## src/rtl/set_ctrl.sv

```systemverilog
// Front-end control for the millennium clock: debounces the mode/up/down buttons,
// walks the edit field selector and produces the en_1 tick and up/down pulses.
module set_ctrl #(
  parameter int unsigned DEBOUNCE_CYC = 4,
  parameter int unsigned TICK_DIV     = 10,
  parameter int unsigned REPEAT_DLY   = 20,
  parameter int unsigned REPEAT_RATE  = 5,
  parameter int unsigned TIMEOUT_CYC  = 200
) (
  input  logic       clk,
  input  logic       rst,
  input  logic       btn_mode,
  input  logic       btn_up,
  input  logic       btn_down,
  output logic       en_1,
  output logic       up,
  output logic       down,
  output logic [2:0] select_item,
  output logic       editing
);

  localparam int unsigned DB_W   = $clog2(DEBOUNCE_CYC + 1);
  localparam int unsigned PS_W   = $clog2(TICK_DIV + 1);
  localparam int unsigned RP_MAX = (REPEAT_DLY > REPEAT_RATE) ? REPEAT_DLY : REPEAT_RATE;
  localparam int unsigned RP_W   = $clog2(RP_MAX + 1);
  localparam int unsigned TO_W   = $clog2(TIMEOUT_CYC + 1);
  localparam int unsigned B_MODE = 0;
  localparam int unsigned B_UP   = 1;
  localparam int unsigned B_DOWN = 2;

  typedef enum logic [2:0] {
    S_SEC   = 3'b000,
    S_MIN   = 3'b001,
    S_HOUR  = 3'b010,
    S_DAY   = 3'b011,
    S_MONTH = 3'b100,
    S_YEAR  = 3'b101,
    S_RUN   = 3'b111
  } state_t;

  logic [2:0]      sync1, sync2, deb, deb_d;
  logic [DB_W-1:0] db_cnt [3];
  logic [2:0]      press_c;

  // Synchronize each button, then accept a level change only after it has held long enough
  always_ff @(posedge clk or posedge rst) begin
    if (rst) begin
      sync1 <= '0;
      sync2 <= '0;
      deb   <= '0;
      deb_d <= '0;
      for (int i = 0; i < 3; i++) db_cnt[i] <= '0;
    end else begin
      sync1 <= {btn_down, btn_up, btn_mode};
      sync2 <= sync1;
      deb_d <= deb;
      for (int i = 0; i < 3; i++) begin
        if (sync2[i] == deb[i]) begin
          db_cnt[i] <= '0;
        end else if (db_cnt[i] == DB_W'(DEBOUNCE_CYC - 1)) begin
          deb[i]    <= ~deb[i];
          db_cnt[i] <= '0;
        end else begin
          db_cnt[i] <= db_cnt[i] + DB_W'(1);
        end
      end
    end
  end

  assign press_c = deb & ~deb_d;

  state_t          state_q, state_d;
  logic [PS_W-1:0] presc_q, presc_d;
  logic [RP_W-1:0] rpt_cnt_q, rpt_cnt_d;
  logic [TO_W-1:0] idle_q, idle_d;
  logic            rpt_on_q, rpt_on_d, rpt_fast_q, rpt_fast_d, rpt_up_q, rpt_up_d;
  logic            en_d, up_d, down_d, editing_d;
  logic            up_only, down_only, timeout, rpt_hit;

  function automatic state_t next_field(input state_t s);
    case (s)
      S_SEC:   next_field = S_MIN;
      S_MIN:   next_field = S_HOUR;
      S_HOUR:  next_field = S_DAY;
      S_DAY:   next_field = S_MONTH;
      S_MONTH: next_field = S_YEAR;
      S_YEAR:  next_field = S_RUN;
      default: next_field = S_SEC;
    endcase
  endfunction

  always_comb begin
    state_d    = state_q;
    presc_d    = '0;
    rpt_cnt_d  = '0;
    rpt_on_d   = 1'b0;
    rpt_fast_d = 1'b0;
    rpt_up_d   = rpt_up_q;
    idle_d     = '0;
    en_d       = 1'b0;
    up_d       = 1'b0;
    down_d     = 1'b0;
    editing_d  = 1'b0;
    timeout    = 1'b0;
    rpt_hit    = 1'b0;
    up_only    = deb[B_UP] & ~deb[B_DOWN];
    down_only  = deb[B_DOWN] & ~deb[B_UP];

    if (state_q == S_RUN) begin
      presc_d = (presc_q == PS_W'(TICK_DIV - 1)) ? '0 : presc_q + PS_W'(1);
      if (press_c[B_MODE]) state_d = S_SEC;
    end else begin
      // Idle time only accumulates while every button is released
      if (deb == 3'b000) begin
        if (idle_q == TO_W'(TIMEOUT_CYC - 1)) timeout = 1'b1;
        else                                  idle_d  = idle_q + TO_W'(1);
      end

      if (press_c[B_MODE]) begin
        state_d = next_field(state_q);
      end else if (timeout) begin
        state_d = S_RUN;
      end else if (press_c[B_UP] ^ press_c[B_DOWN]) begin
        up_d     = press_c[B_UP];
        down_d   = press_c[B_DOWN];
        rpt_on_d = 1'b1;
        rpt_up_d = press_c[B_UP];
      end else if (rpt_on_q && (rpt_up_q ? up_only : down_only)) begin
        // Repeat is armed only by an initial pulse and survives only while that button is held alone
        rpt_on_d   = 1'b1;
        rpt_fast_d = rpt_fast_q;
        rpt_hit    = (rpt_cnt_q == (rpt_fast_q ? RP_W'(REPEAT_RATE - 1) : RP_W'(REPEAT_DLY - 1)));
        if (rpt_hit) begin
          up_d       = rpt_up_q;
          down_d     = ~rpt_up_q;
          rpt_fast_d = 1'b1;
        end else begin
          rpt_cnt_d  = rpt_cnt_q + RP_W'(1);
        end
      end
    end

    en_d      = (state_d == S_RUN) && (presc_d == PS_W'(TICK_DIV - 1));
    editing_d = (state_d != S_RUN);
  end

  always_ff @(posedge clk or posedge rst) begin
    if (rst) begin
      state_q    <= S_RUN;
      presc_q    <= '0;
      rpt_cnt_q  <= '0;
      rpt_on_q   <= 1'b0;
      rpt_fast_q <= 1'b0;
      rpt_up_q   <= 1'b0;
      idle_q     <= '0;
      en_1       <= 1'b0;
      up         <= 1'b0;
      down       <= 1'b0;
      editing    <= 1'b0;
    end else begin
      state_q    <= state_d;
      presc_q    <= presc_d;
      rpt_cnt_q  <= rpt_cnt_d;
      rpt_on_q   <= rpt_on_d;
      rpt_fast_q <= rpt_fast_d;
      rpt_up_q   <= rpt_up_d;
      idle_q     <= idle_d;
      en_1       <= en_d;
      up         <= up_d;
      down       <= down_d;
      editing    <= editing_d;
    end
  end

  assign select_item = state_q;

endmodule

```

## config.mk

```make
export PLATFORM = sky130hd
export DESIGN_NAME = set_ctrl
export DESIGN_NICKNAME = d
export VERILOG_FILES = /design/src/rtl/set_ctrl.sv
export SDC_FILE = /design/constraint.sdc
export NUM_CORES = 1
export LEC_CHECK = 0
export CORE_MARGIN = 2
export CORE_UTILIZATION = 34
export DETAILED_ROUTE_END_ITERATION = 10
export GPL_TIMING_DRIVEN = 0
export PLACE_DENSITY = 0.53
export SLEW_MARGIN = 20
export SYNTH_ARGS = -nofsm -noshare
export SYNTH_HDL_FRONTEND = slang
export SYNTH_SLANG_ARGS = --single-unit
```

## constraint.sdc

```tcl
create_clock -name clk -period 1.8 [get_ports clk]
set_input_delay 0.36 -clock clk [delete_from_list [all_inputs] [get_ports clk]]
set_output_delay 0.36 -clock clk [all_outputs]
set_load 0.02 [all_outputs]
```

# == After elaboration in Yosys (flattened, before gate mapping) ==
# Cells that the tools add are included.
# classes
addsub,6
n_eq_ne,19
muxes,50
n_bitwise,15
reduce_logical,8
# ops
cell,n
$mux 5,7
$mux 3,10
$mux 1,27
$mux 8,3
$pmux 3 s6,1
$eq 3x2->1 const B,5
$eq 3x3->1 const B,4
$not 1->1,10
$add 3x1->3 const B,3
$add 8x1->8 const B,1
$eq 4x4->1 const B,2
$eq 8x8->1 const B,1
$mux 4,2
$logic_not 3->1,2
$ne 6x4->1 const B,1
$reduce_and 2->1,3
$add 5x1->5 const B,1
$eq 5x5->1,1
$add 4x1->4 const B,1
$reduce_and 4->1,1
$and 3x3->3,1
$eq 1x1->1,3
$eq 3x1->1 const B,1
$ne 3x3->1 const B,1
4 further kinds,6
# totals
register_bits,48
inputBits,5
out_inout_bits,7
elab_cells,118

# == Logic depth before layout (Yosys ltp) ==
# Gate-level depths: netlist of run 1.
# logic_depth
ltp_word,9
depth_mapped,5
depth_no_buf,5

# == Worst setup path after synthesis of run 1 ==
# OpenSTA, ideal clock, no wires.
# synth_path
path_kind,reg2reg
start,"register state_q[1], in the netlist select_item[1]"
end,register en_1
setup_ps,101
t_arrival_ps,1442
required_ps,1699
slack_ps,257
path_stages_with_launch,5
path_buffers,1
period_less_slack_ps,1543
cell_sequence,dfstp_2 > clkbuf_1 > and3_1 > o21ai_0 > nor4_1
# synth_between
elab_chain_len,6
word_cells_on_any_way,16
classes_between,8 x eq/ne; 6 x mux; 2 x reduce/logical
# synth_lines
item,line,rtl
from (decl),72,"state_t state_q, state_d;"
from (signal assigned),161,state_q <= state_d;
"$eq 3x3->1, or another cell as far along",81,case (s)
$pmux 3 s6,81,
$mux 3,119,if (press_c[B_MODE]) begin
$mux 3,109,if (state_q == S_RUN) begin
$eq 3x3->1,143,en_d = (state_d == S_RUN) && (presc_d == PS_W'(TICK_DIV - 1));
$logic_and 1x1->1 (*),143,
via en_d,77,"logic en_d, up_d, down_d, editing_d;"
to (signal assigned),168,en_1 <= en_d;
to (decl),15,"output logic en_1,"
# Mark *: on every way through the listed nets, which the timed path passes. The rest lies on a longest branch.
# A chain may end at the register's enable or synchronous reset.

# == Worst setup path after layout of run 1 ==
# layout_path
start,register idle_q[0]
end,register en_1
# layout_between
elab_chain_len,9
# layout_lines
item,line,rtl
from (decl),75,"logic [TO_W-1:0] idle_q, idle_d;"
from (signal assigned),167,idle_q <= idle_d;
$eq 8x8->1,115,if (idle_q == TO_W'(TIMEOUT_CYC - 1)) timeout = 1'b1;
$mux 1,115,
$mux 1,114,if (deb == 3'b000) begin
$mux 1,109,
$mux 3,121,end else if (timeout) begin
$mux 3,119,
$mux 3,109,
$eq 3x3->1,143,
$logic_and 1x1->1,143,
via en_d,77,
# The timed path passes the listed nets, and every way through them passes these cells. The select of a mux whose other input is x is not followed.

==> metrics.md, run 1 <==
| Metric | Value |
|---|---|
| Status | completed |
| WP data arrival | 1.83 ns |
| Initial antenna violation count | 0 |
| CP Data Required Time | 2.00 ns |
| Syn Nets | 196 |
| Power density over the cells | 1360 nW/um2 |
| DR DRC count | 0 |
| Area share of the largest cell type after synthesis | 54.1% |
| Multiplexer share of the synthesized area | 2.16% |
| Yosys top cell by area | dfrtp_1 |
| Hold-critical path depth | 0 |
| H-Tree Depth | 2 |
| GRT overflow | 0 |
| Clock Skew | 0.00474 ns |
| Reg clk slew, reported paths | 0.09 ns |
| Total Routing Usage GR | 11.3% |
| Multi-input gate area | 830 um2 |
| Core Region | 5920 um2 |
| Clk Latency, worst-skew pair | 0.30 ns |
| N_diodes | 0 |
| Total Power | 3.31 mW |
| Leak | 1.08 nW |
| Die W | 82.3 um |
| Post-synth top cells | dfrtp_1 (45), nor2_1 (17), nand3_1 (15), xor2_1 (9) |
| Synth Area in Adders | 4.20% |
| CTS buffer count | 5 |
| IO Count | 12 |
| Synth top area cells | dfrtp_1 (54%), ha_1 (4.2%), dfstp_2 (3.8%) |
| Pin count of the biggest net entering global routing | 27 |
| Clock Path Buffers | 2 |
| Avg Vias per Cell | 4.78 |
| Synthesized flop and latch total | 48 |
| Simple-gate portion of the synthesized area | 21.4% |
| Rows | 28 |
| Post-synth EDFFs | 0 |
| Main combinational cell family by area after synthesis | simple AND/OR/NAND/NOR gates |
| Top-count cell post-synth | dfrtp_1 |
| Main synth FF type | dfrtp_1 |
| Ys Warns | 0 |
| Crit end category | register |
| Met2 wire len | 1480 um |
| Mapped Cells | 184 |
| Fin crit share | 90.6% |
| Ys async rst share | 100% |
| Hold buffer count at CTS | 0 |
| Worst relative slew slack | 63.7% |
| Shortest period the worst path allows | 1.63 ns |
| Final Wtd Congestion | 0.734 |
| Worst-path maximum fanout | 5 |
| Starting Density | 35.2% |
| FF/Latch Area | 1200 um2 |
| FF-to-FF path depth | 5 |
| # fillers | 575 |
| Max Slew Vio Count | 0 |
| Initial drt markers | 47 |
| Synth-to-layout area growth | 17.0% |
| Sequential area share after synthesis | 57.8% |
| Worst vdd ir | 0.520 mV |
| Chip height | 82.3 um |
| Post-synthesis cell type count | 38 |
| Tightest Pin Transition | 0.539 ns |
| Via count | 1,343 |
| Met1 WL | 1690 um |
| CP Class | register to register |
| Net count, final | 217 |
| MaxCap Viol Count | 0 |
| Synthesized area | 2080 um2 |
| Sink Count | 48 |
| Layout cells sized above 1 | 13.1% |
| Setup violators final | 0 |
| Syn_area_per_cell | 11.3 um2 |
| Startpoint types | register |
| Port bufs | 11 |
| Routed Antenna Nets | 0 |
| Vias in the first global route | 1,235 |
| Min-Delay Path Class | register to register |
| Compound-cell area share of the yosys netlist | 5.65% |
| Top Layer Used | met4 |
| XOR/XNOR Fraction of Synth Area | 6.31% |
| Root buf cell | clkbuf_8 |
| TritonRoute pass-1 iters | 3 |
| Routed Wire Length | 3310 um |
| Final HPWL DP | 2240 um |
| First-pass GRT wire length | 5610 um |
| Fin. Hold Viols | 0 |
| Routed len/inst | 11.8 um |
| Die area | 6770 um2 |
| CTS tree | done |
| Minimum hold slack | 0.353 ns |
| Max frequency | 613 MHz |
| Met3 wire len | 88 um |
[path summary, 6_finish.rpt]
check / endpoint / slack [ns] / from
setup / recovery: en_1 / 0.17 / idle_q[0]
hold / removal: sync2[0] / 0.35 / sync1[0]
setup reg to reg: en_1 / 0.17 / idle_q[0]
hold reg to reg: sync2[0] / 0.35 / sync1[0]
max in group asynchronous: select_item[2] / 0.83 / rst
min in group asynchronous: db_cnt[2] / 0.40 / rst
[cell type report]
cell class	count	area share, %
plain buffers	5	1.39
repair buffers	15	6.26
clock buffers	6	2.98
multi-input cells	126	34.0
well taps	75	3.85
flip-flops and latches	48	49.4
inverters	4	0.616
clock inverters	2	1.44
[metrics by stage]
stage	area, um2	instances	TNS (ns)	worst slack, ns	util [%]
2_1_floorplan	2080	184	0	0.257	-
3_3_place_gp	2290	270	-32.40	-0.703	38.6
3_5_place_dp	2310	271	0	0.109	39.0
4_1_cts	2410	279	0	0.00231	40.7
5_1_grt	2440	281	-0.0376	-0.0376	41.2
6_report	2440	281	0	0.169	41.2
[logic make-up (layout without fill, tap and decap cells)]
group,count (synthesis),count (layout)
simple gates,81,81
flops,48,48
compound gates,19,19
xor+xnor,15,15
buf+inv,10,32
fa+ha+maj,7,7
mux,4,4
[cells in the final DEF (no fill, tap or decap), drive strengths merged, types with 8 or more instances in the layout]
master	instances
dfrtp	45
nor2	18
nand3	15
xor2	9
nor3	9
nor2b	8
nand2	8
clkdlybuf4s50	8
buf	8
[power breakdown]
part           leakage [nW]  switching, mW  total (mW)  internal (mW)
Sequential            0.619          0.208        1.55           1.34
Combinational         0.411          0.537        1.01          0.469
Clock                0.0552          0.345       0.758          0.412
Total                  1.08           1.09        3.31           2.22
[worst max-delay path, stage by stage, from the launching register on]
cell     delay [ns]
dfrtp_1        0.42
ha_2           0.24
and4b_1        0.24
nand4_1        0.20
o21a_1         0.18
nor4_1         0.25
[state kept, by name (all words and copies together) (netlist names)]
name,count
sync1,3
rpt_on_q,1
rpt_cnt_q,5
deb,3
down,1
sync2,3
up,1
deb_d,3
db_cnt,9
rpt_fast_q,1
rpt_up_q,1
en_1,1
select_item,3
presc_q,4
editing,1
idle_q,8
[per-layer routing]
layer	global-route usage [%]	vias to the layer above
met2	16.5	9
met4	5.50	0
met5	0	-
met3	4.24	5
li1	-	678
met1	14.6	651
[repair_timing]
action | 4_1_cts | 5_1_grt
gates resized for setup | 2 | 4
setup buffers | 0 | 3
setup endpoints to repair | 2 | 2
(Power assumes the default switching activity.)
==> inputs of run 2 (changes only) <==
Settings changed: CORE_MARGIN 2 to 10, RECOVER_POWER set to 25.
==> run 2 against run 1 <==
Design area decreased by 1.9%. Highest routed layer unchanged. Core utilization decreased by 0.78 points. Clock skew increased by 0.0030 ns. First-iteration DRC count increased by 32%. Non-clock buffer count decreased by 4. Power decreased by 4.0%. Sequential share of layout area increased by 0.96 points. Worst hold slack improved by 0.00089 ns. Fmax decreased by 2.7%. Worst setup slack got worse by 0.045 ns. Largest power group unchanged. Clock power decreased by 15%. Flip-flop and latch count unchanged. Critical path type unchanged.
==> metrics.md, run 2 (synthesized netlist as in run 1, its figures left out) <==
| Metric | Value |
|---|---|
| Status | completed |
| Fin crit share | 93.1% |
| Via count | 1,307 |
| Final Wtd Congestion | 0.779 |
| H-Tree Depth | 2 |
| Leak | 1.06 nW |
| DR DRC count | 0 |
| # fillers | 588 |
| Pin count of the biggest net entering global routing | 30 |
| Setup violators final | 0 |
| Routed Wire Length | 3280 um |
| IO Count | 12 |
| Port bufs | 11 |
| CP Class | register to register |
| Max Slew Vio Count | 0 |
| Fin. Hold Viols | 0 |
| Chip height | 98.3 um |
| CTS tree | done |
| Net count, final | 213 |
| MaxCap Viol Count | 0 |
| Commonest non-fill, non-tap cells in the layout | dfrtp_1 (45), nor2_1 (17), nand3_1 (15) |
| Clock Path Buffers | 2 |
| Max frequency | 597 MHz |
| Most flops, register | db_cnt |
| Initial drt markers | 62 |
| Critical path's slowest cell | dfrtp_1 |
| Avg Vias per Cell | 4.72 |
| First-pass GRT wire length | 5980 um |
| Sink Count | 48 |
| RSZ-0062 raised after global routing | false |
| Clk Latency, worst-skew pair | 0.29 ns |
| Post-DP Area | 2310 um2 |
| Initial antenna violation count | 0 |
| Final HPWL DP | 2300 um |
| Worst vdd ir | 0.692 mV |
| GRT overflow | 0 |
| Core Region | 5920 um2 |
| Power density over the cells | 1330 nW/um2 |
| Max stage delay on crit path | 0.42 ns |
| Starting Density | 35.2% |
| Routed len/inst | 11.8 um |
| Synth-to-layout area growth | 14.8% |
| Reg clk slew, reported paths | 0.08 ns |
| Worst relative slew slack | 48.3% |
| Die W | 98.3 um |
| CP Cell Sequence | ha_1 > and4b_1 > nand4_1 > o21a_1 > nor4_1 |
| CP Data Required Time | 2.00 ns |
| Startpoint types | register |
| Routed Antenna Nets | 0 |
| Fin area | 2390 um2 |
| Largest regs | db_cnt x9, idle_q x8, rpt_cnt_q x5 |
| Postcts setup bufs | 0 |
| Layout cells sized above 1 | 10.4% |
| Tightest Pin Transition | 0.774 ns |
| Crit end category | register |
| CTS buffer count | 5 |
| Total Routing Usage GR | 7.34% |
| Shortest period the worst path allows | 1.68 ns |
| Worst-path maximum fanout | 5 |
| TritonRoute pass-1 iters | 4 |
| Clock Skew | 0.00774 ns |
| Vias in the first global route | 1,311 |
| WP data arrival | 1.87 ns |
| Min-Delay Path Class | register to register |
| Root buf cell | clkbuf_8 |
| Total Power | 3.18 mW |
| Most common cell after layout, fill and taps aside | dfrtp_1 |
| Max FFs per register | 9 |
| Rows | 28 |
| N_diodes | 0 |
| Die area | 9660 um2 |
[run 2: cell count changes in the layout (fill, tap and decap cells not counted), sizes merged]
cell,previous run,this run
bufinv,1,0
buf,8,5
dlymetal6s2s,1,0
dlygate4sd3,0,4
clkdlybuf4s50,8,4
dlygate4sd2,2,3
[run 2: routing by layer]
metal  vias up  global-route usage, %  routed length, um
met5         -                      0                  0
met4         0                   2.98                 29
met3         2                   2.47                 95
met2         8                   11.3               1500
met1       629                   9.19               1650
li1        668                      -                  -
[run 2: critical path: cells and delay by family, from the launching register on]
family	cells	cell delay, ns
flops	1	0.42
simple gates	3	0.72
compound gates	1	0.20
fa+ha+maj	1	0.25
[run 2: power breakdown]
part           switching [mW]  internal [mW]  total [mW]
combinational           0.514          0.453       0.967
sequential              0.228           1.34        1.57
clock                   0.328          0.315       0.643
[run 2: cell type report]
type / count / area, um2 / share of cell area (%)
buffer: 4 / 28.8 / 1.20
clock buffer: 7 / 86.3 / 3.61
clock inverter: 1 / 8.76 / 0.366
inverter: 4 / 15.0 / 0.628
multi-input combinational: 126 / 827 / 34.6
sequential: 48 / 1200 / 50.4
tap: 75 / 93.8 / 3.92
timing repair buffer: 12 / 126 / 5.29
[run 2: worst paths after layout]
path	start	to	slack (ns)	cells after the start
setup / recovery	idle_q[0]	en_1	0.12	5
hold / removal	sync1[0]	sync2[0]	0.35	0
setup reg to reg	idle_q[0]	en_1	0.12	5
hold reg to reg	sync1[0]	sync2[0]	0.35	0
max in group asynchronous	rst	select_item[0]	0.46	3
min in group asynchronous	rst	sync2[2]	0.64	2
[run 2: what timing repair did]
item | 4_1_cts | 5_1_grt
hold buffers | 0 | 0
setup endpoints to repair | 3 | 1
gates resized for setup | 3 | 0
pin swaps | 0 | 0
[run 2: through the flow]
step / hold slack (ns) / worst slack, ns / utilization [%] / instances / setup TNS (ns)
CTS: 0.359 / 0.115 / 40.5 / 279 / 0
detailed placement: 0.337 / 0.117 / 39.0 / 271 / 0
finish: 0.354 / 0.125 / 40.4 / 277 / 0
floorplan: 0.331 / 0.257 / - / 184 / 0
global route: 0.363 / 0.00571 / 40.4 / 277 / 0
global placement: 0.333 / -0.690 / 38.6 / 270 / -31.79
==> inputs of run 3 (changes only) <==
Settings changed: CTS_CLUSTER_DIAMETER set to 120, PLACE_DENSITY 0.53 to 0.55.
Clock period 1.8 ns to 1.45 ns, I/O delays scaled along.
==> run 3 against run 2 <==
The run now ends with setup timing left. Worst hold slack worse by 0.0038 ns. Clock skew decreased by 0.0024 ns. Register-to-register slack lost 0.22 ns. Via count grew 9.6%. Flip-flop and latch count stayed put. Core utilization is 1.8 points higher. Design area grew 4.4%. Sequential share of layout area is 2.1 points lower. Combinational power grew 48%. Worst setup slack worse by 0.22 ns. Fmax up 8.5%. Critical endpoint is now down.
==> metrics.md, run 3 (synthesized netlist as in run 1, its figures left out) <==
| Metric | Value |
|---|---|
| Status | complete, but fails checks |
| Failing checks | setup timing |
| Final setup margin | -0.0945 ns |
| Total Routing Usage GR | 7.80% |
| Die area | 9660 um2 |
| RSZ-0062 raised after global routing | true |
| Vias in the first global route | 1,425 |
| Largest regs | db_cnt x9, idle_q x8, rpt_cnt_q x5 |
| Final Wtd Congestion | 0.771 |
| Reg clk slew, reported paths | 0.08 ns |
| Synth-to-layout area growth | 19.8% |
| Tightest Pin Transition | 0.811 ns |
| Net count, final | 223 |
| Setup violators final | 1 |
| Clock Path Buffers | 2 |
| Worst vdd ir | 0.681 mV |
| Fin cells | 286 |
| Startpoint types | register |
| Chip height | 98.3 um |
| Pin count of the biggest net entering global routing | 29 |
| CP Class | register to register |
| IO Count | 12 |
| Clk Latency, worst-skew pair | 0.29 ns |
| Core Region | 5920 um2 |
| Sink Count | 48 |
| Routed len/inst | 11.9 um |
| Most flops, register | db_cnt |
| Worst relative slew slack | 45.9% |
| CTS tree | done |
| Leak | 1.12 nW |
| Max Slew Vio Count | 0 |
| Routed Antenna Nets | 0 |
| Initial drt markers | 69 |
| Die W | 98.3 um |
| N_diodes | 0 |
| TritonRoute pass-1 iters | 4 |
| Min-Delay Path Class | register to register |
| Worst-path maximum fanout | 5 |
| Port bufs | 11 |
| Starting Density | 35.2% |
| Crit end category | register |
| Power density over the cells | 1630 nW/um2 |
| Max frequency | 647 MHz |
| First-pass GRT wire length | 6430 um |
| Avg Vias per Cell | 5.01 |
| GRT overflow | 0 |
| Fin. Hold Viols | 0 |
| Final HPWL DP | 2340 um |
| Layout cells sized above 1 | 19.9% |
| Max FFs per register | 9 |
| Commonest non-fill, non-tap cells in the layout | dfrtp_1 (45), nor2_1 (17), nand3_1 (13) |
| CP Data Required Time | 1.68 ns |
| CTS buffer count | 5 |
| Routed Wire Length | 3400 um |
| H-Tree Depth | 2 |
| MaxCap Viol Count | 0 |
| Root buf cell | clkbuf_8 |
| Rows | 28 |
| Via count | 1,432 |
| Fin crit share | 107% |
| TNS Setup | -0.0945 ns |
| # fillers | 572 |
| Placed insts | 271 |
| Clock Skew | 0.00533 ns |
| Most common cell after layout, fill and taps aside | dfrtp_1 |
| Shortest period the worst path allows | 1.54 ns |
| DR DRC count | 0 |
| Initial antenna violation count | 0 |
| WP data arrival | 1.77 ns |
==> run 3: cell count changes in the layout (fill, tap and decap cells not counted), moves of 2 or more <==
cell / delta
clkbuf_2: +4
buf_4: +9
clkbuf_4: +2
o21ai_0: -2
clkdlybuf4s50_1: -4
buf_2: -2
nand3_1: -2
nand3_2: +2
==> run 3: final cells by class <==
class                           instances  area (um2)  share of cell area, %
Timing Repair Buffer                   20         170                   6.82
Inverter                                4        15.0                  0.602
Clock buffer                            6        72.6                   2.91
Tap cell                               75        93.8                   3.76
Clock inverter                          1        5.00                  0.201
Sequential cell                        48        1200                   48.3
Multi-Input combinational cell        126         888                   35.6
Buffer                                  6        46.3                   1.85
==> run 3: worst max-delay path, stage by stage (launching register included) <==
cell	delay, ns
dfrtp_1	0.38
buf_6	0.13
or3b_4	0.36
a2bb2oi_2	0.15
or3_1	0.33
a21oi_2	0.13
==> run 3: timing repair <==
| item | in CTS | in global routing |
|---|---|---|
| resized for setup | 17 | 13 |
| setup endpoints to repair | 25 | 19 |
| pin swaps | 3 | 6 |
| setup buffers | 3 | 5 |
| hold buffers | 0 | 0 |
==> run 3: path summary, 6_finish.rpt <==
path | end | cells past startpoint | slack (ns) | from
setup reg to reg | down | 5 | -0.09 | rpt_cnt_q[3]
setup / recovery | down | 5 | -0.09 | rpt_cnt_q[3]
hold / removal | sync2[1] | 0 | 0.35 | sync1[1]
min in group asynchronous | db_cnt[2] | 2 | 0.58 | rst
hold reg to reg | sync2[1] | 0 | 0.35 | sync1[1]
max in group asynchronous | select_item[0] | 3 | 0.18 | rst
==> run 3: where the power goes <==
group	leakage, nW	internal [mW]	switching [mW]
logic	0.455	0.668	0.762
clock network	0.0410	0.328	0.403
registers	0.619	1.66	0.239
total	1.12	2.66	1.40
==> run 3: metrics by stage <==
stage	cell area [um2]	utilization (%)	setup slack, ns	hold WS, ns	total power, mW
after floorplan	2090	-	0.00957	0.321	2.85
after global placement	2290	38.7	-0.942	0.333	3.23
after detailed placement	2310	39.0	-0.240	0.336	3.25
final	2500	42.2	-0.0945	0.350	4.06
after CTS	2430	41.0	-0.0841	0.328	4.04
after global routing	2500	42.2	-0.143	0.366	4.43
==> run 3: metal layers <==
layer | part of all wire, % | track usage (%) | wire length [um]
met5 | 0 | 0 | 0
met4 | 1.6 | 2.98 | 53
met3 | 3.0 | 2.18 | 102
met2 | 48 | 12.3 | 1640
met1 | 47 | 9.87 | 1610
